## config.mk

```make
export PLATFORM = sky130hd
export DESIGN_NAME = bram_port_arbiter
export DESIGN_NICKNAME = d
export VERILOG_FILES = /design/src/rtl/bram_port_arbiter.sv
export SDC_FILE = /design/constraint.sdc
export NUM_CORES = 1
export LEC_CHECK = 0
export ABC_AREA = 1
export BUFFER_PORTS_ARGS = -buffer_cell sky130_fd_sc_hd__buf_2
export CAP_MARGIN = 15
export CELL_PAD_IN_SITES_DETAIL_PLACEMENT = 1
export CELL_PAD_IN_SITES_GLOBAL_PLACEMENT = 1
export CORE_AREA = 2 2 39 41
export DETAILED_ROUTE_END_ITERATION = 6
export DIE_AREA = 0 0 41 43
export GPL_TIMING_DRIVEN = 0
export MAX_ROUTING_LAYER = met4
export PLACE_DENSITY_LB_ADDON = 0.1
export SLEW_MARGIN = 10
export SYNTH_ARGS = -nofsm -noshare
export SYNTH_HDL_FRONTEND = slang
export SYNTH_SLANG_ARGS = --single-unit
```

## constraint.sdc

```tcl
create_clock -name CLK -period 1.1 [get_ports CLK]
set_clock_uncertainty 0.15 [all_clocks]
set_input_delay 0.055 -clock CLK [delete_from_list [all_inputs] [get_ports CLK]]
set_output_delay 0.055 -clock CLK [all_outputs]
set_load 0.02 [all_outputs]
```

## src/rtl/bram_port_arbiter.sv

```systemverilog
// bram_port_arbiter: arbitrates two requesters onto one BRAM port,
// tracks in-flight reads and back-pressures the BRAM on unconsumed data.
// Ports: CLK, RST (sync, active-high); per requester n=0,1:
//   REQn, WEn, ADDRn, DIn in; GNTn, RSP_VALIDn out; RSP_RDYn in.
//   RSP_DATA out (mirrors BRAM_DO).
//   BRAM_EN, BRAM_WE, BRAM_ADDR, BRAM_DI, BRAM_DEQ out; BRAM_DO in.
// Option: define BRAM_ARB_RR_EN for round-robin arbitration,
//   otherwise requester 0 has fixed priority.
module bram_port_arbiter #(
  parameter int PIPELINED  = 0,
  parameter int ADDR_WIDTH = 1,
  parameter int DATA_WIDTH = 1
) (
  input  logic                  CLK,
  input  logic                  RST,
  input  logic                  REQ0,
  input  logic                  WE0,
  input  logic [ADDR_WIDTH-1:0] ADDR0,
  input  logic [DATA_WIDTH-1:0] DI0,
  output logic                  GNT0,
  output logic                  RSP_VALID0,
  input  logic                  RSP_RDY0,
  input  logic                  REQ1,
  input  logic                  WE1,
  input  logic [ADDR_WIDTH-1:0] ADDR1,
  input  logic [DATA_WIDTH-1:0] DI1,
  output logic                  GNT1,
  output logic                  RSP_VALID1,
  input  logic                  RSP_RDY1,
  output logic [DATA_WIDTH-1:0] RSP_DATA,
  output logic                  BRAM_EN,
  output logic                  BRAM_WE,
  output logic [ADDR_WIDTH-1:0] BRAM_ADDR,
  output logic [DATA_WIDTH-1:0] BRAM_DI,
  input  logic [DATA_WIDTH-1:0] BRAM_DO,
  output logic                  BRAM_DEQ
);

  localparam int L = PIPELINED + 1;

  logic [L-1:0] vld_q, vld_d;
  logic [L-1:0] tag_q, tag_d;

  logic head_vld;
  logic head_tag;
  logic head_rdy;
  logic stall;
  logic blk;
  logic any_req;
  logic win;
  logic win_we;
  logic issue;
  logic rd;
  logic deq;
  logic ce;

  assign head_vld = vld_q[L-1];
  assign head_tag = tag_q[L-1];
  assign head_rdy = head_tag ? RSP_RDY1 : RSP_RDY0;
  assign stall    = head_vld & ~head_rdy;
  // Nothing is issued while in reset so outputs stay quiet.
  assign blk      = stall | RST;
  assign any_req  = REQ0 | REQ1;

`ifdef BRAM_ARB_RR_EN
  // ptr_q names the requester favoured when both request.
  logic ptr_q, ptr_d;

  assign win = (REQ0 & REQ1) ? ptr_q : REQ1;

  always_comb begin
    ptr_d = ptr_q;
    if (issue) ptr_d = ~win;
  end

  always_ff @(posedge CLK) begin
    if (RST) ptr_q <= 1'b0;
    else     ptr_q <= ptr_d;
  end
`else
  assign win = ~REQ0;
`endif

  assign win_we = win ? WE1 : WE0;
  assign issue  = ~blk & any_req;
  assign rd     = issue & ~win_we;
  assign deq    = ~blk & ~any_req & (|vld_q);
  assign ce     = issue | deq;

  assign GNT0      = issue & ~win;
  assign GNT1      = issue & win;
  assign BRAM_EN   = issue;
  assign BRAM_WE   = issue & win_we;
  assign BRAM_ADDR = win ? ADDR1 : ADDR0;
  assign BRAM_DI   = win ? DI1 : DI0;
  assign BRAM_DEQ  = deq;
  assign RSP_DATA  = BRAM_DO;

  assign RSP_VALID0 = ~RST & head_vld & ~head_tag;
  assign RSP_VALID1 = ~RST & head_vld & head_tag;

  // Tracking pipe advances in lockstep with the BRAM clock enable.
  always_comb begin
    vld_d = vld_q;
    tag_d = tag_q;
    if (ce) begin
      for (int i = L - 1; i > 0; i--) begin
        vld_d[i] = vld_q[i-1];
        tag_d[i] = tag_q[i-1];
      end
      vld_d[0] = rd;
      tag_d[0] = rd & win;
    end
  end

  always_ff @(posedge CLK) begin
    if (RST) begin
      vld_q <= '0;
      tag_q <= '0;
    end else begin
      vld_q <= vld_d;
      tag_q <= tag_d;
    end
  end

endmodule

```

==> results of run 1 <==
layout by cell type, fill, tap and decap left out, types with 2 or more instances in the layout:
master,instances
inv_1,4
buf_2,14
nor2_1,2
dfxtp_4,2
clkbuf_4,3
nand2_2,4
inv_2,3
nand2_1,10
buf_4,7
buf_6,5
nand3_4,2
nor2_2,5
power by group through the flow:
stage	Sequential, uW	Clock [uW]	Combinational [uW]
floorplan	84.3	0	84.0
global placement	86.4	0	132
detailed placement	86.3	0	132
CTS	88.7	169	157
global route	87.8	182	192
finish	87.0	160	176
state kept, by name, summed over array words and instances, names as in the netlist:
| name | count |
|---|---|
| head_vld | 1 |
| head_tag | 1 |
logic make-up after synthesis:
logic type | Yosys count | share of synthesized area
flops | 2 | 0.182
buf+inv | 8 | 0.153
compound gates | 2 | 0.0625
simple gates | 26 | 0.602
how the worst max path moves through the flow:
stage,slack (ns),cells past startpoint,endpoint,from
2_1_floorplan,-0.02,5,BRAM_WE,head_tag
3_5_place_dp,-0.07,7,head_tag,head_tag
4_1_cts,-0.23,5,GNT0,head_tag
5_1_grt,-0.31,6,BRAM_WE,head_tag
6_report,-0.24,6,BRAM_WE,head_tag
3_3_place_gp,-0.09,5,BRAM_WE,head_tag
stage by stage:
step	cells	utilization	setup slack, ns	power, uW
after floorplan	38	-	-0.0165	168
after global placement	75	0.250	-0.0858	218
after detailed placement	75	0.250	-0.0665	218
after CTS	81	0.312	-0.229	415
after global routing	83	0.349	-0.311	462
final	83	0.349	-0.244	423
per-layer routing:
metal / GRT usage / vias to the layer above / share of wire
met1: 0.108 / 144 / 0.39
met5: - / - / 0
met2: 0.159 / 23 / 0.49
met3: 0.0628 / 0 / 0.12
li1: - / 171 / -
met4: 0.0400 / 0 / 0
cell type report:
type / count / area [um^2]
Multi-Input combinational cell: 28 / 178
Inverter: 7 / 26.3
Buffer: 1 / 7.51
Sequential cell: 2 / 47.5
Tap cell: 16 / 20.0
Clock buffer: 3 / 22.5
Timing Repair Buffer: 26 / 181
Fill cell: 188 / 901
worst register-to-register path, stage by stage, from the launching register on:
cell	delay [ns]
dfxtp_4	0.35
inv_2	0.06
nand2_2	0.07
nand3_4	0.08
nand2_2	0.07
buf_4	0.13
nand2_1	0.05
nand2_1	0.04
inv_1	0.06
nor2_2	0.03
timing repair:
action / 4_1_cts / 5_1_grt
buffers inserted: 2 / 2
gates resized for setup: 13 / 13
endpoints found under the hold margin: 1 / 1
endpoints found under the setup margin: 8 / 9
pin swaps: 3 / 3
==> results.cfg, run 1 <==
[logic_synthesis]
post_synth.cell_area_avg_um2 = 5.80
post_synth_edffs = 0
synth_seq_area_share = 0.182
synth.most_common_cell = nand2_1
synthArstFlopShare = 0
synth_fp_nets = 51
synth.ff_latch_count = 2
syn-instance-count = 38
synth_top_cell_by_area = nand2_1
synth.top_cell.area_share = 0.205
synthFlopType = dfxtp_1
netlist-cell-type-count = 14
syn_area_um2 = 220
synthTopCellsByCount = 12 x nand2_1, 6 x inv_1, 5 x nor2_1
synth_area_leaders = nand2_1 20%, dfxtp_1 18%, inv_1 10%
synthesis.yosys.warnings = 0

[clock_tree]
tritoncts = yes
clock_sink_count = 2
cts.hold.buffers_added = 1
tritoncts.num_buffers = 3
h-tree-depth = 1
clk_pin_slew_worst_paths_ns = 0.03
clock_insertion_delay_at_the_later_pin_of_the_skew_report_ns = 0.22
ctsLongestPathBuffers = 2
clk_root_buffer_cell = clkbuf_4

[floorplanning]
die_area_um2 = 1760
pin_count = 23
x_dimension_of_the_die_um = 41
initial_core_util = 0.159
rows = 14
core-area_um2 = 1380
die_height_um = 43

[grt]
grt_antenna_before_repair = 0
maximum_number_of_pins_on_one_net_before_global_route_repair = 6
grt_usage = 0.106
globalRoute.totalOverflow = 0
grt_first_pass_wirelength_um = 1210
grt_pass1_vias = 321

[worst_setup_path]
worst_setup_path_end_kind = output port
worstPathCellList = inv_2 > nand2_2 > nand3_4 > nand3_4 > nor2_2 > buf_6
critical_path_class = reg -> out
regToRegStartpoint = head_tag
crit_path_max_fanout = 5
critical-path-top-delay-family = simple AND/OR/NAND/NOR gates
timing.critical_path.from_type = flip-flop
critPathRequiredTime_ns = 0.89
critical_path_s_largest_stage_delay_ns = 0.35
crit_path_top_delay_cell = dfxtp_4
cp_common_cell = nand3_4
timing.critical_path.buf_inv = 2
r2r_slack_ns = -0.09
r2r.worst_path.cells = 9
worstReg2RegEnd = head_tag
cp.arrival_ns = 1.14

[sta]
final-setup-viol-count = 8
finalHoldViolations = 1
final_cycle_utilization_of_the_critical_path = 1.22
tightest_slew_ns = 0.179
fmaxAchievable_mhz = 744
hold_slack_ns = -0.0139
maxSlewViolCount = 0
finalCriticalPeriod_ns = 1.34
rsz_0062_raised_after_global_routing = yes
max_slew_margin = 0.880
totalNegativeSetupSlack_ns = -1.20
final.setup.worst_slack_ns = -0.244

[route]
via_count = 338
drtPass1Iterations = 1
drc = 0
wire_per_inst_um = 9.14
finalWirelength_um = 759
viasPerCell = 4.07
drt_iter0_markers = 0
final_antenna_net_count = 0

[power_and_ir_drop]
switchingPower_uw = 143
pwr-share-comb = 0.416
p_per_area_nw_per_um2 = 877
clkPwrFrac = 0.378
intPower_uw = 280
power.switching_fraction = 0.338
leakage_uw = 0.000264
power_frac_seq = 0.205
vdd_drop_max_mv = 0.334

[status]
result_of_the_run = finished, violations left
violated_checks = negative hold slack, negative setup slack

[placed_design]
port_buffers = 21
placement.cell_area_um2 = 345
globalplace.congestion = 0.567

[worst_hold_path]
holdCritPathClass = in -> reg
worstHoldStart = WE0
worstHoldPathCells = 4
worstHoldEndpoint = head_vld

[layout]
final_layout_size_suffix_gt1_frac = 0.716
finalNetCount = 82
antennaDiodeCount = 0
post_synthesis_to_final_layout_area_growth_pct = 119
finish.instance_area_um2 = 483

[flow_run]
max_cap_viol_count = 0
No activity file was read; power rests on OpenSTA's default activity.
==> run 2: changes to the inputs <==
clock period = 1.7 ns   (was 1.1 ns; I/O delays follow)
==> results.cfg, run 2 (same netlist as run 1, synthesis figures left out) <==
[status]
result_of_the_run = finished, final reports clean

[route]
route.met3.wl_um = 90
final_antenna_net_count = 0
wl_met1_um = 255
drt_iter0_markers = 4
route.met2.wl_um = 294
viasPerCell = 4.01
drc = 0
via_count = 317
highest_layer = met3
wire_per_inst_um = 8.11
finalWirelength_um = 641
drtPass1Iterations = 2

[floorplanning]
initial_core_util = 0.159
x_dimension_of_the_die_um = 41
die_height_um = 43
die_area_um2 = 1760
rows = 14
pin_count = 23
core-area_um2 = 1380

[clock_tree]
clock_insertion_delay_at_the_later_pin_of_the_skew_report_ns = 0.22
tritoncts = yes
tritoncts.num_buffers = 3
clk_root_buffer_cell = clkbuf_4
post_cts_setup_driven_buffer_insertion_count = 0
clk_pin_slew_worst_paths_ns = 0.03
ctsLongestPathBuffers = 2
h-tree-depth = 1
clock_sink_count = 2

[sta]
max_slew_margin = 0.905
fmaxAchievable_mhz = 639
rsz_0062_raised_after_global_routing = no
final_cycle_utilization_of_the_critical_path = 0.920
final-setup-viol-count = 0
maxSlewViolCount = 0
finalHoldViolations = 0
hold_slack_ns = 0.00400
totalNegativeSetupSlack_ns = 0
finalCriticalPeriod_ns = 1.56
final.setup.worst_slack_ns = 0.136
tightest_slew_ns = 0.143

[power_and_ir_drop]
vdd_drop_max_mv = 0.214
leakage_uw = 0.000241
p_per_area_nw_per_um2 = 648

[worst_setup_path]
cp.arrival_ns = 1.33
critical_path_class = in -> out
critPathRequiredTime_ns = 1.46
timing.critical_path.from_type = primary input
worst_setup_path_end_kind = output port
crit_path_max_fanout = 4

[layout]
top_library_cells_by_usage_in_the_layout_fill_and_taps_aside = 21 x buf_2, 12 x nand2_1, 6 x inv_1
antennaDiodeCount = 0
finalNetCount = 78
post_synthesis_to_final_layout_area_growth_pct = 71.6
layout_commonest_cell = buf_2
fillers = 192
final_layout_size_suffix_gt1_frac = 0.540

[flow_run]
max_cap_viol_count = 0

[grt]
grt_first_pass_wirelength_um = 1040
grt_pass1_vias = 294
grt_antenna_before_repair = 0
maximum_number_of_pins_on_one_net_before_global_route_repair = 6
grt_usage = 0.0913
globalRoute.totalOverflow = 0

[placed_design]
globalplace.congestion = 0.567
dp_slack_ns = 0.508
port_buffers = 21

[worst_hold_path]
holdCritPathClass = in -> reg
-- run 2: cell types whose count changed in the layout (fill, tap and decap cells not counted), sizes merged --
cell	change
buf	-4
-- run 2: report_power, final --
part	switching, uW	internal (uW)
Combinational	51.2	34.4
Clock	26.2	77.8
Sequential	3.78	51.2
-- run 2: cell type report --
class | count | area [um^2] | area share
plain buffers | 1 | 7.51 | 0.0199
well taps | 16 | 20.0 | 0.0530
clock buffers | 3 | 22.5 | 0.0596
multi-input cells | 28 | 146 | 0.387
flip-flops and latches | 2 | 40.0 | 0.106
inverters | 7 | 26.3 | 0.0695
repair buffers | 22 | 115 | 0.305
-- run 2: path summary, 6_finish.rpt --
check / start / to / slack, ns / depth (start not counted)
worst max register to register: head_tag / head_tag / 0.55 / 7
worst min-delay path: WE0 / head_vld / 0.004 / 4
worst max-delay path: RST / BRAM_DEQ / 0.14 / 8
worst min register to register: head_vld / head_vld / 0.41 / 2
-- run 2: layer usage --
metal	vias to the layer above	global-route usage
met5	-	-
met4	0	0.0400
met3	0	0.0681
met2	21	0.134
met1	134	0.0860
li1	162	-
-- run 2: timing repair --
| item | in CTS | in global routing |
|---|---|---|
| hold endpoints to repair | 1 | 0 |
| endpoints found under the setup margin | 0 | 0 |
| resized for setup | 0 | 0 |
| hold buffers | 1 | 0 |
-- run 2: critical path, cell delays in order --
cell and delay (ns):
dlygate4sd3_1 0.53, buf_2 0.13, inv_1 0.12, nand2_2 0.09
nor2_2 0.12, nand2_2 0.06, inv_1 0.05, buf_2 0.15
-- run 2: per-stage QoR --
step	util	power (uW)	std cells	instance area (um^2)
after floorplan	-	109	38	220
after global placement	0.250	141	75	345
after detailed placement	0.250	141	75	345
after CTS	0.273	252	79	378
after global routing	0.273	270	79	378
final	0.273	245	79	378
==> run 3: changes to the inputs <==
ABC_AREA = default   (was 1)
==> results.cfg, run 3 <==
[logic_synthesis]
syn-instance-count = 29
synth.ff_latch_count = 2
post_synth.cell_area_avg_um2 = 8.41
synthesis.yosys.warnings = 0
netlist-cell-type-count = 21
synthFlopType = dfxtp_1
synth_area_leaders = dfxtp_1 16%, mux2_2 9.2%, nor4_4 8.7%
synth_top_cell_by_area = dfxtp_1
synth.top_cell.area_share = 0.164
syn_area_um2 = 244
synthArstFlopShare = 0
post_synth_edffs = 0
synth_seq_area_share = 0.164
synth.most_common_cell = nor2_1
synth_fp_nets = 42

[clock_tree]
clock_insertion_delay_at_the_later_pin_of_the_skew_report_ns = 0.22
tritoncts.num_buffers = 3
ctsLongestPathBuffers = 2
clock_sink_count = 2
h-tree-depth = 1
tritoncts = yes
clk_pin_slew_worst_paths_ns = 0.03
clk_root_buffer_cell = clkbuf_4

[floorplanning]
core-area_um2 = 1380
initial_core_util = 0.176
die_area_um2 = 1760
x_dimension_of_the_die_um = 41
pin_count = 23
rows = 14
die_height_um = 43

[power_and_ir_drop]
intPower_uw = 172
power_frac_seq = 0.224
power.switching_fraction = 0.303
pwr-share-comb = 0.367
switchingPower_uw = 75.1
leakage_uw = 0.000202
clkPwrFrac = 0.410
p_per_area_nw_per_um2 = 597
vdd_drop_max_mv = 0.227

[sta]
final-setup-viol-count = 0
finalHoldViolations = 0
hold_slack_ns = 0.0384
max_slew_margin = 0.752
tightest_slew_ns = 0.370
final_cycle_utilization_of_the_critical_path = 0.931
fmaxAchievable_mhz = 632
totalNegativeSetupSlack_ns = 0
finalCriticalPeriod_ns = 1.58
maxSlewViolCount = 0
rsz_0062_raised_after_global_routing = no

[layout]
final_cell_count_without_fillers = 70
fin_util = 0.299
post_synthesis_to_final_layout_area_growth_pct = 69.7
finish.instance_area_um2 = 414
finalNetCount = 69
antennaDiodeCount = 0
final_layout_size_suffix_gt1_frac = 0.593
top_library_cells_by_usage_in_the_layout_fill_and_taps_aside = 20 x buf_2, 4 x nor2_1, 3 x clkbuf_4
layout_commonest_cell = buf_2

[worst_hold_path]
holdCritPathClass = in -> reg
worstHoldPathCells = 3

[placed_design]
port_buffers = 20
placement.cell_area_um2 = 364
cell_count_after_placement = 65
globalplace.congestion = 0.651

[route]
drt_iter0_markers = 0
via_count = 320
drtPass1Iterations = 1
drc = 0
finalWirelength_um = 777
viasPerCell = 4.57
wire_per_inst_um = 11.1
final_antenna_net_count = 0

[worst_setup_path]
timing.critical_path.from_type = primary input
r2r_slack_ns = 0.41
critical_path_class = in -> out
critPathRequiredTime_ns = 1.46
crit_path_max_fanout = 6
worst_setup_path_end_kind = output port
cp.arrival_ns = 1.35
r2r.worst_path.cells = 4

[status]
result_of_the_run = finished, final reports clean

[grt]
grt_pass1_vias = 317
grt_first_pass_wirelength_um = 1240
maximum_number_of_pins_on_one_net_before_global_route_repair = 11
grt_usage = 0.108
globalRoute.totalOverflow = 0
grt_antenna_before_repair = 0

[flow_run]
max_cap_viol_count = 0
## run 3: what timing repair did
action | in CTS | in global routing
endpoints found under the setup margin | 3 | 4
buffers inserted | 0 | 1
pin swaps | 0 | 0
gates resized for setup | 1 | 1
hold buffers | 1 | 0
hold endpoints to repair | 2 | 0
## run 3: routing by layer
metal	wire length (um)	part of all wire	vias up	GRT usage
met5	0	0	-	-
met4	0	0	0	0.0200
met3	129	0.17	0	0.0838
met2	371	0.48	21	0.159
met1	277	0.36	141	0.112
li1	-	-	158	-
## run 3: power groups by stage
stage | logic, uW | clock network (uW) | registers, uW
floorplan | 54.0 | 0 | 54.2
global placement | 83.3 | 0 | 55.1
detailed placement | 85.4 | 0 | 55.2
CTS | 89.9 | 107 | 55.1
global route | 99.0 | 117 | 56.0
finish | 90.7 | 101 | 55.3
## run 3: final cells by class
type | count | area [um^2]
fillers | 182 | 970
multi-input cells | 23 | 186
flip-flops and latches | 2 | 41.3
well taps | 16 | 20.0
repair buffers | 22 | 118
clock buffers | 3 | 22.5
plain buffers | 2 | 18.8
inverters | 2 | 7.51
## run 3: cell families after synthesis
| family | after synthesis | synth area share |
|---|---|---|
| mux | 4 | 0.190 |
| flops | 2 | 0.164 |
| buf+inv | 4 | 0.108 |
| simple gates | 15 | 0.426 |
| compound gates | 4 | 0.113 |
## run 3: worst paths after layout
path             from        to
max reg2reg  head_tag  head_tag
min reg2reg  head_vld  head_tag
max               RST  BRAM_DEQ
min              REQ0  head_vld
## run 3: worst max-delay path, cell delays in order
cell	delay, ns
dlygate4sd3_1	0.53
buf_2	0.16
nand2b_1	0.18
nor4_1	0.18
buf_2	0.21
## run 3: metrics by stage
stage,setup WS [ns],power (uW)
2_1_floorplan,0.256,108
3_3_place_gp,0.243,138
3_5_place_dp,0.213,141
4_1_cts,0.0105,252
5_1_grt,0.0327,272
6_report,0.117,247
